--- src/rtl/sqr_serial.sv ---
// Iterative radix-2 shift-add squarer: sq = root*root, one multiplier bit per cycle.
// Optional SQR_REM_EN adds a remainder to rebuild the radicand and flags rem > 2*root on err.
module sqr_serial #(
  parameter  int Q_WIDTH = 16,
  localparam int D_WIDTH = 2 * Q_WIDTH
) (
  input  logic               clk,
  input  logic               rst_n,
  input  logic               in_vld,
  output logic               in_rdy,
  input  logic [Q_WIDTH-1:0] root,
  input  logic [Q_WIDTH:0]   rem,
  output logic               out_vld,
  input  logic               out_rdy,
  output logic [D_WIDTH-1:0] sq,
  output logic               err
);

  localparam int CNT_W = (Q_WIDTH > 1) ? $clog2(Q_WIDTH) : 1;

  typedef enum logic [1:0] {IDLE, BUSY, DONE} state_t;

  state_t             state;
  logic [Q_WIDTH-1:0] mcand;
  logic [Q_WIDTH-1:0] mult;
  logic [D_WIDTH-1:0] acc;
  logic [D_WIDTH-1:0] acc_next;
  logic [CNT_W-1:0]   cnt;
  logic [D_WIDTH-1:0] result;

  // MSB-first: doubling the partial sum before each add weights earlier bits correctly.
  always_comb begin
    acc_next = (acc << 1) + (mult[Q_WIDTH-1] ? D_WIDTH'(mcand) : '0);
  end

`ifdef SQR_REM_EN
  logic [Q_WIDTH:0] rem_q;
  logic             err_q;
  logic             rem_bad;

  // Largest legal remainder is 2*root, so anything above it means a bad pair.
  assign rem_bad = rem_q > {mcand, 1'b0};
  assign result  = acc_next + D_WIDTH'(rem_q);
  assign err     = err_q;

  always_ff @(posedge clk or negedge rst_n) begin
    if (!rst_n) begin
      rem_q <= '0;
      err_q <= 1'b0;
    end else begin
      if (state == IDLE && in_vld && in_rdy)
        rem_q <= rem;
      if (state == BUSY && cnt == '0)
        err_q <= rem_bad;
      else if (state == DONE && out_vld && out_rdy)
        err_q <= 1'b0;
    end
  end
`else
  logic unused_rem;

  assign unused_rem = ^rem;
  assign result     = acc_next;
  assign err        = 1'b0;
`endif

  always_ff @(posedge clk or negedge rst_n) begin
    if (!rst_n) begin
      state   <= IDLE;
      in_rdy  <= 1'b1;
      out_vld <= 1'b0;
      sq      <= '0;
      mcand   <= '0;
      mult    <= '0;
      acc     <= '0;
      cnt     <= '0;
    end else begin
      case (state)
        IDLE: begin
          if (in_vld && in_rdy) begin
            mcand  <= root;
            mult   <= root;
            acc    <= '0;
            cnt    <= CNT_W'(Q_WIDTH - 1);
            state  <= BUSY;
            in_rdy <= 1'b0;
          end
        end
        BUSY: begin
          acc  <= acc_next;
          mult <= mult << 1;
          cnt  <= cnt - 1'b1;
          if (cnt == '0) begin
            sq      <= result;
            out_vld <= 1'b1;
            state   <= DONE;
          end
        end
        DONE: begin
          // sq is left holding the result after the handshake.
          if (out_vld && out_rdy) begin
            out_vld <= 1'b0;
            in_rdy  <= 1'b1;
            state   <= IDLE;
          end
        end
        default: begin
          state   <= IDLE;
          in_rdy  <= 1'b1;
          out_vld <= 1'b0;
        end
      endcase
    end
  end

endmodule
--- config.mk ---
export PLATFORM = sky130hd
export DESIGN_NAME = sqr_serial
export DESIGN_NICKNAME = d
export VERILOG_FILES = /design/src/rtl/sqr_serial.sv
export SDC_FILE = /design/constraint.sdc
export NUM_CORES = 1
export LEC_CHECK = 0
export BUFFER_PORTS_ARGS = -buffer_cell sky130_fd_sc_hd__buf_2
export CAP_MARGIN = 20
export CORE_MARGIN = 2
export CORE_UTILIZATION = 35
export DETAILED_ROUTE_END_ITERATION = 10
export PLACE_DENSITY = 0.62
export SLEW_MARGIN = 10
export SYNTH_ARGS = -nofsm -noshare
export SYNTH_HDL_FRONTEND = slang
export SYNTH_SLANG_ARGS = --single-unit
--- constraint.sdc ---
create_clock -name clk -period 2.65 [get_ports clk]
set_clock_uncertainty 0.2 [all_clocks]
set_input_delay 0.3975 -clock clk [delete_from_list [all_inputs] [get_ports clk]]
set_output_delay 0.3975 -clock clk [all_outputs]
set_load 0.03 [all_outputs]
==> key figures <==
Pwr
  • Internal cell power: 4.28 mW
  • Net Sw Power: 3.03 mW
  • Net Sw Frac: between 40% and 50%
  • Leakage Power: around 3.2 nW
  • PwrDens: around 1000 mW/mm^2
  • Comb power frac: 44.3%
  • Clock share of power: between 10% and 20%
  • Register share of total power: between 30% and 40%
  • Worst VDD drop: 0.412 mV

Worst setup path
  • Worst-path cell chain: buf_4 > and2_4 > ha_4 > a211oi_2 > buf_4 > o211ai_1 > nand3_2 > a31oi_2 > xnor2_1 > o21ai_0
  • Critical-path top delay cell: dfrtp_2
  • WP data required: around 2700 ps
  • CP max FO: 6
  • CP most frequent cell: buf_4
  • Setup crit start kind: flip-flop
  • Worst Path Buf+Inv: 2
  • CP top delay family: compound AO/OA/AOI/OAI gates
  • Crit Path Category: reg -> reg
  • Crit path largest cell delay: ~440 ps
  • CP arrival: 2680 ps
  • Worst Setup End Kind: flip-flop

Floorplanning
  • Die area: between 0.015 and 0.02 mm^2
  • Row count: 46
  • Starting Density: between 30% and 40%
  • Core box area: roughly 0.016 mm^2
  • Die extent in y: 130 um
  • # IOs: 72
  • Die Span X: 130 um

Final layout
  • Nets: 746
  • Share of layout cells above drive strength 1: 30.5%
  • N_diodes: 0
  • Final Cell Area: just over 0.007 mm^2
  • Finished Layout Cells: about 900
  • Post-layout util: 45.2%
  • P&R area growth vs syn: 27.5%

Run status
  • Status: complete, no violations

Drt
  • Post-route DRC: 0
  • Routed Antenna Nets: 0
  • Initial DRC count: 256
  • Detailed-route vias per instance: between 5 and 6
  • Drt wl/cell: about 16 um
  • Final wirelength: between 10 and 15 mm
  • Pre-antenna DRT Iters: 4
  • Via Count: 4640

GRT
  • All-Layer GR Usage: ~17%
  • Vias in the first global route: about 4500
  • Initial antenna violation count: 0
  • Remaining global-route overflow: 0
  • First-pass GRT wire length: ~23 mm
  • Pin count of the biggest net entering global routing: 48

Clock tree
  • Worst-Skew Late Latency: around 360 ps
  • H-tree depth: 3
  • Clock Path Buffers: 2
  • CTS Sinks: between 100 and 150
  • CTS buffer count: 9
  • CTS tree: yes
  • Root buffer cell: clkbuf_16
  • Clock slew at reported path FFs: 70 ps

STA
  • Max-slew violation count: 0
  • Fmax: around 380 MHz
  • Final worst-path cycle share: ~100%
  • Final worst setup slack: between 5 and 6 ps
  • Count of final hold-check violations: 0
  • Actual slew at the worst max-slew pin: ~570 ps
  • Max transition margin: between 60% and 70%
  • RSZ-0062 raised after global routing: yes
  • Fin Hold WS: approximately 44 ps
  • Fin crit period: 2640 ps
  • Final setup viols: 0

Yosys
  • Synth Warn #: 0
  • Syn Inst Count: about 600
  • Most common library cells after synthesis: nand2_1, dfrtp_1, nand3_1, o21ai_0
  • Mapped Nets: ~670
  • Post-synth cell types: 65
  • Post-Syn Area per Cell: 9.11 um^2
  • Post-synth EDFFs: 0
  • Most frequent cell after synthesis: nand2_1
  • Synth area leader: dfrtp_1
  • Async SR Flop Fraction: 100%
  • Synth top area share: 45.8%
  • Post-synthesis cell area: between 0.005 and 0.006 mm^2
  • Prevailing post-synth register cell: dfrtp_1
  • Synth Register Bits: just over 100
  • Sequential fraction of the synthesis area: 46.3%
  • Synth area leaders: dfrtp_1, nand2_1, nand3_1, ha_1, o21ai_0

Worst hold path
  • Hold Path Class: in -> reg

Placed design
  • IO buf count: 53
  • Setup WS pre-CTS: -230 ps
  • RD Place Congestion: approximately 0.86
  • DP Wirelength: about 10 mm
  • DP Area: 0.00625 mm^2
  • Placed cells: around 900

Flow run
  • Max_cap viols: 0
[power by group through the flow]
stage                     clock network [mW]  logic, mW  registers [mW]
after detailed placement                   0       2.82            2.69
after global routing                    1.45       3.56            2.80
after global placement                     0       2.74            2.66
after CTS                               1.39       2.93            2.69
final                                   1.35       3.23            2.72
after floorplan                            0       1.75            2.90
[cell usage in the layout, fill, tap and decap left out, types with 9 or more instances in the layout]
cell type	count
ha_4	11
o21ai_0	32
buf_4	48
nand2_1	143
nand3_1	43
and2_1	11
buf_2	52
dfrtp_1	101
clkbuf_16	9
a22oi_1	9
nor2_1	17
xnor2_1	11
nor3_1	9
a21oi_1	11
o21ai_1	23
a21oi_2	9
[cells by family after synthesis]
kind of cell / count (synthesis) / share of synthesized area, %
XOR/XNOR: 24 / 3.77
other: 1 / 0.0673
flip-flops: 103 / 46.3
adder cells (fa/ha/maj): 17 / 3.95
AND/OR/NAND/NOR: 271 / 22.8
buffers and inverters: 49 / 4.87
multiplexers: 10 / 2.04
AO/OA/AOI/OAI: 137 / 16.2
[timing repair]
item                                    CTS  global route
hold buffers                              1             0
resized for setup                        20            73
hold endpoints to repair                 36             0
pin swaps                                 5            43
endpoints found under the setup margin   37            43
setup buffers                             0            10
[through the flow]
step                total power [mW]  TNS, ps
detailed placement              5.51    -3790
global placement                5.40    -2660
CTS                             7.01        0
floorplan                       4.65        0
finish                          7.31        0
global route                    7.81    -1100
[final timing paths]
| kind | cells after the start | endpoint | start | slack [ps] |
|---|---|---|---|---|
| worst max-delay path | 10 | acc[30] | mult[15] | 5 |
| worst min-delay path | 3 | mcand[1] | root[1] | 40 |
| worst max register to register | 10 | acc[30] | mult[15] | 5 |
| worst min register to register | 2 | mcand[3] | mcand[3] | 270 |
| max in group asynchronous | 3 | in_rdy | rst_n | 1240 |
| min in group asynchronous | 2 | mult[0] | rst_n | 340 |
[per-layer routing]
metal	GRT usage, %	up-vias	routed length, um
li1	-	2292	-
met4	7.53	0	217
met5	0	-	0
met2	28.0	104	7030
met3	2.67	16	526
met1	22.1	2228	6460
[final cells by class]
cell class                 count  area [um^2]
sequential                   103         2580
tap                          216          270
clock buffer                  11          253
fill                        1520         8610
timing repair buffer         110          742
clock inverter                 4         45.0
multi-input combinational    460         3190
inverter                       8         30.0
[flip-flops by register name, summed over array words and instances, names as in the netlist]
signal and count:
sq 32, acc 31, mcand 16, mult 16, cnt 4, state 2, in_rdy 1, out_vld 1
[worst reg2reg max path: stages (launching register included)]
cell and delay, ps:
dfrtp_2 440, buf_4 150, and2_4 150, ha_4 270, a211oi_2 80, buf_4 150
o211ai_1 300, nand3_2 200, a31oi_2 300, xnor2_1 180, o21ai_0 110
No activity file was read; power rests on OpenSTA's default activity.
